[src/rtl/mode_storage.sv]
// Mode-switchable storage: pass-through buffer, LIFO stack or FIFO queue over one memory.
// Define ERR_STICKY_EN to add the sticky overflow/underflow flag on port err.
module mode_storage #(
   parameter int unsigned DATA_W = 8,
   parameter int unsigned DEPTH  = 8
) (
   input  logic                       clk,
   input  logic                       rst,
   input  logic [1:0]                 mode,
   input  logic [1:0]                 op,
   input  logic [DATA_W-1:0]          data_in,
   output logic [DATA_W-1:0]          data_out,
   output logic                       valid_out,
   output logic                       full,
   output logic                       empty,
   output logic [$clog2(DEPTH):0]     count
`ifdef ERR_STICKY_EN
   ,
   output logic                       err
`endif
);

   localparam int unsigned AW = $clog2(DEPTH);
   localparam int unsigned CW = AW + 1;

   typedef enum logic [1:0] {
      MODE_BUFFER  = 2'd0,
      MODE_LIFO    = 2'd1,
      MODE_FIFO    = 2'd2,
      MODE_INVALID = 2'd3
   } mode_e;

   typedef enum logic [1:0] {
      OP_NIMIC    = 2'd0,
      OP_PUSH     = 2'd1,
      OP_POP      = 2'd2,
      OP_PUSH_POP = 2'd3
   } op_e;

   logic [DATA_W-1:0] mem [DEPTH];

   mode_e             cur_mode, mode_n, mode_i;
   op_e               op_i;
   logic [AW-1:0]     wr_ptr, wr_n, rd_ptr, rd_n;
   logic [AW-1:0]     top, top_m1, waddr;
   logic [CW-1:0]     cnt_n;
   logic [DATA_W-1:0] dout_n;
   logic              vld_n, we, mode_chg;

   assign mode_i   = mode_e'(mode);
   assign op_i     = op_e'(op);
   assign mode_chg = (mode_i != cur_mode);
   assign full     = (count == CW'(DEPTH));
   assign empty    = (count == '0);
   // Stack slot indices wrap naturally: top is only written when not full.
   assign top      = count[AW-1:0];
   assign top_m1   = top - AW'(1);

   always_comb begin
      mode_n = cur_mode;
      cnt_n  = count;
      wr_n   = wr_ptr;
      rd_n   = rd_ptr;
      dout_n = data_out;
      vld_n  = 1'b0;
      we     = 1'b0;
      waddr  = '0;
      if (mode_chg) begin
         mode_n = mode_i;
         cnt_n  = '0;
         wr_n   = '0;
         rd_n   = '0;
      end else begin
         unique case (cur_mode)
            MODE_BUFFER: begin
               if (op_i == OP_PUSH || op_i == OP_PUSH_POP) begin
                  dout_n = data_in;
                  vld_n  = 1'b1;
               end
            end
            MODE_FIFO: begin
               unique case (op_i)
                  OP_PUSH: if (!full) begin
                     we    = 1'b1;
                     waddr = wr_ptr;
                     wr_n  = wr_ptr + AW'(1);
                     cnt_n = count + CW'(1);
                  end
                  OP_POP: if (!empty) begin
                     dout_n = mem[rd_ptr];
                     vld_n  = 1'b1;
                     rd_n   = rd_ptr + AW'(1);
                     cnt_n  = count - CW'(1);
                  end
                  OP_PUSH_POP: begin
                     // When full wr_ptr == rd_ptr: the read sees the old word before the write lands.
                     we    = 1'b1;
                     waddr = wr_ptr;
                     wr_n  = wr_ptr + AW'(1);
                     if (empty) begin
                        cnt_n = count + CW'(1);
                     end else begin
                        dout_n = mem[rd_ptr];
                        vld_n  = 1'b1;
                        rd_n   = rd_ptr + AW'(1);
                     end
                  end
                  default: ;
               endcase
            end
            MODE_LIFO: begin
               unique case (op_i)
                  OP_PUSH: if (!full) begin
                     we    = 1'b1;
                     waddr = top;
                     cnt_n = count + CW'(1);
                  end
                  OP_POP: if (!empty) begin
                     dout_n = mem[top_m1];
                     vld_n  = 1'b1;
                     cnt_n  = count - CW'(1);
                  end
                  OP_PUSH_POP: begin
                     we = 1'b1;
                     if (empty) begin
                        waddr = top;
                        cnt_n = count + CW'(1);
                     end else begin
                        waddr  = top_m1;
                        dout_n = mem[top_m1];
                        vld_n  = 1'b1;
                     end
                  end
                  default: ;
               endcase
            end
            default: ;
         endcase
      end
   end

   always_ff @(posedge clk) begin
      if (rst) begin
         cur_mode  <= MODE_INVALID;
         count     <= '0;
         wr_ptr    <= '0;
         rd_ptr    <= '0;
         data_out  <= '0;
         valid_out <= 1'b0;
      end else begin
         cur_mode  <= mode_n;
         count     <= cnt_n;
         wr_ptr    <= wr_n;
         rd_ptr    <= rd_n;
         data_out  <= dout_n;
         valid_out <= vld_n;
      end
   end

   always_ff @(posedge clk) begin
      if (!rst && we) begin
         mem[waddr] <= data_in;
      end
   end

`ifdef ERR_STICKY_EN
   logic fault;

   assign fault = !mode_chg && (cur_mode == MODE_FIFO || cur_mode == MODE_LIFO) &&
                  ((op_i == OP_PUSH && full) || (op_i == OP_POP && empty));

   always_ff @(posedge clk) begin
      if (rst || mode_chg) begin
         err <= 1'b0;
      end else if (fault) begin
         err <= 1'b1;
      end
   end
`endif

endmodule

[config.mk]
export PLATFORM = sky130hd
export DESIGN_NAME = mode_storage
export DESIGN_NICKNAME = d
export VERILOG_FILES = /design/src/rtl/mode_storage.sv
export SDC_FILE = /design/constraint.sdc
export NUM_CORES = 1
export LEC_CHECK = 0
export ABC_AREA = 1
export CORE_MARGIN = 2
export CORE_UTILIZATION = 40
export CTS_CLUSTER_DIAMETER = 30
export DETAILED_ROUTE_END_ITERATION = 7
export HOLD_SLACK_MARGIN = 0.15
export REMOVE_ABC_BUFFERS = 1
export SYNTH_ARGS = -nofsm -noshare
export SYNTH_HDL_FRONTEND = slang
export SYNTH_SLANG_ARGS = --single-unit
export TNS_END_PERCENT = 10
[constraint.sdc]
create_clock -name clk -period 2.56 [get_ports clk]
set_input_delay 0.512 -clock clk [delete_from_list [all_inputs] [get_ports clk]]
set_output_delay 0.512 -clock clk [all_outputs]
set_load 0.05 [all_outputs]
==> impl_metrics.yaml <==
critical_path:
  crit_buf_inv: 2
  cp.required_ns: 2.61
  cp_num_cells: 9
  cp_slowest_cell: "xnor2_2"
  r2r_setup_slack_ns: 0.26
  crit_top_cell: "nand2_1"
  critPathMaxStageDelay_ns: 0.44
  r2r-end: "mem[2][1]"
  critPathTopFamily: "XOR/XNOR gates"
  rr_worst_depth: 9
  crit_path_end_kind: "register"
  r2r_start: "count[1]"
  crit_type: "register to register"
  crit_fanout: 9
  cp.arrival_ns: 2.35
  path_cells: "inv_1 -> ha_1 -> xnor2_2 -> o21ai_0 -> nand2_1 -> nand2_1 -> nand3b_1 -> nor2_1 -> buf_4"
  cp-start-kind: "register"
run:
  maxCapViolCount: 0
cells_and_area:
  final_cells: 781
  area_growth_syn_to_layout_pct: 18.40
  n_antenna_cell: 0
  drive_above_1_share: 0.1003
  nFillCells: 1094
  fin_area_um2: 5595
  nets: 657
  utilization: 0.4879
cts:
  clk_latency_ns: 0.35
  cts-resized-gates: 0
  cts-buffers-inserted: 9
  clk_pin_slew_worst_paths_ns: 0.06
  postCtsHoldBufs: 0
  post_cts_buffers: 0
  cts_tree: "built"
  htree_levels: 3
  root_buffer: "clkbuf_16"
  clock_sinks: 88
  clockBufferDepth: 2
drt:
  dr_total_vias: 4099
  drtIter0Drc: 338
  drc_errors: 0
  drtAntennaViolNets: 0
  drt-total-wl_um: 12940
  drtPass1Iterations: 5
  post_drt_via_cell_ratio: 5.248
  detail_route.wl_per_cell_um: 16.57
global_route:
  grt_pass1_vias: 3944
  grt-ovfl-total: 0
  grt_util_all_layers: 0.2108
  antenna_found_initial: 0
  grt_first_pass_wirelength_um: 20440
  grt_max_degree: 37
timing:
  slew_viol_final: 0
  final-setup-viol-count: 0
  relSlewSlack: 0.5466
  worst_clock_skew_ns: 0.008329
  max_freq_ghz: 0.4346
  tightestPinTransition_ns: 0.6793
  finalHoldViolCount: 0
  min_period_over_period: 0.8988
  rsz0062_at_grt: "no"
  period_minus_slack_ns: 2.301
power_and_ir_drop:
  vdd_ir_drop_max_mv: 0.3668
  powerDensity_nw_per_um2: 579.3
  power.leakage_nw: 2.456
synthesis:
  synth_mux_area_frac: 0
  synth_top_cell_by_area: "edfxtp_1"
  ys.flop_type: "edfxtp_1"
  ys_ff_latch: 88
  synthSimpleGateAreaFrac: 0.3090
  synth-edff-count: 64
  synth_compound_area_frac: 0.04024
  postSynthAreaPerCell_um2: 7.983
  synth_top_family_by_area: "simple AND/OR/NAND/NOR gates"
  synth.area.top_cells: "edfxtp_1 41%, nand3_1 13%, nand2_1 13%"
  ys_types: 26
  ys_seq_area_frac: 0.5083
  ys.warnings.count: 0
  mappedNetlistArea_um2: 4726
  async_flop_share: 0
  synth_fa_ha_area_frac: 0.02806
  synth_cells: 592
  yosysTopAreaCellShare: 0.4067
  synth-xor-area-share: 0.01456
outcome:
  status: "finished, final reports clean"
hold_path:
  hold_path_depth: 2
  min_to: "wr_ptr[2]"
  hp-class: "register to register"
  min_from: "wr_ptr[2]"
floorplanning:
  core-area_um2: 11470
  io_pins: 29
  rows: 39
  die_h_um: 112.7
  die_x_um: 112.7
  initial_core_util: 0.4121
  die_area_um2: 12700
placed_design:
  place_congestion: 0.9052
  placed_cells: 765
  port_buffers: 28
  dp_hpwl_um: 8993
  placed_cell_area_um2: 5285
## tightest hold or removal path, cell delays in order (launching register included)
cell     delay, ns
dfxtp_1       0.32
inv_1         0.05
a21oi_1       0.05
## synthesized netlist by cell type (2+ instances only)
cell	number
nand2_1	168
nand3_1	126
inv_1	91
edfxtp_1	64
dfxtp_1	24
o21ai_0	18
a21oi_1	17
clkbuf_1	15
nor2_1	15
buf_2	11
or2_2	11
ha_1	9
xor2_1	5
nand4_1	3
inv_2	2
nand3_2	2
nor3_1	2
## area by class of cell
class | instances | area [um2] | share of cell area
multi-input cells | 384 | 1852 | 0.3309
clock buffers | 13 | 271.5 | 0.04852
clock inverters | 3 | 38.79 | 0.006932
inverters | 93 | 349.1 | 0.06239
repair buffers | 57 | 503.0 | 0.08989
well taps | 143 | 178.9 | 0.03198
flip-flops and latches | 88 | 2402 | 0.4293
## placed cells by master (no fill, tap or decap), types with 9 or more instances in the layout
| master | instances |
|---|---|
| clkbuf_16 | 10 |
| nand3_1 | 126 |
| or2_2 | 11 |
| buf_4 | 31 |
| inv_1 | 91 |
| clkdlybuf4s50_1 | 25 |
| ha_1 | 9 |
| edfxtp_1 | 64 |
| dfxtp_1 | 24 |
| nand2_1 | 168 |
| o21ai_0 | 18 |
| a21oi_1 | 17 |
| nor2_1 | 15 |
## flip-flops by register name (all words and copies together) (netlist names), named ones only
signal     cells
cur_mode       2
rd_ptr         3
data_out       8
mem           64
count          4
wr_ptr         3
valid_out      1
## power breakdown
group          total [mW]  leakage [nW]  switching [mW]  internal [mW]
clock                1.37         0.152           0.537          0.838
sequential           1.55         0.770         0.00837           1.54
combinational       0.319          1.53           0.206          0.113
## logic make-up (layout without fill, tap and decap cells)
kind of cell             after synthesis  after routing
AO/OA/AOI/OAI                         37             37
XOR/XNOR                               7              7
adder cells (fa/ha/maj)               10             10
buffers and inverters                120            166
flip-flops                            88             88
AND/OR/NAND/NOR                      330            330
## worst max path at each step
stage                     startpoint   endpoint  slack (ns)
after floorplan             count[0]  mem[3][0]       -1.25
after global placement         op[0]  mem[6][2]        0.08
after detailed placement       op[0]  mem[6][1]        0.07
after CTS                   count[1]  mem[2][5]        0.23
after global routing        count[1]  mem[2][5]        0.05
final                       count[1]  mem[2][1]        0.26
## layer usage
layer	routed length [um]	global-route usage
met5	0	0
met4	392	0.09512
met3	1051	0.03428
met2	5709	0.3210
met1	5791	0.2972
## through the flow
| step | worst slack (ns) | TNS [ns] | hold WS, ns | power (mW) |
|---|---|---|---|---|
| floorplan | -1.253 | -88.72 | 0.4345 | 1.751 |
| global placement | 0.07665 | 0 | 0.4495 | 1.892 |
| detailed placement | 0.07331 | 0 | 0.4596 | 1.895 |
| CTS | 0.2267 | 0 | 0.4690 | 3.256 |
| global route | 0.04696 | 0 | 0.4909 | 3.325 |
| finish | 0.2592 | 0 | 0.4662 | 3.242 |
(Power assumes the default switching activity.)
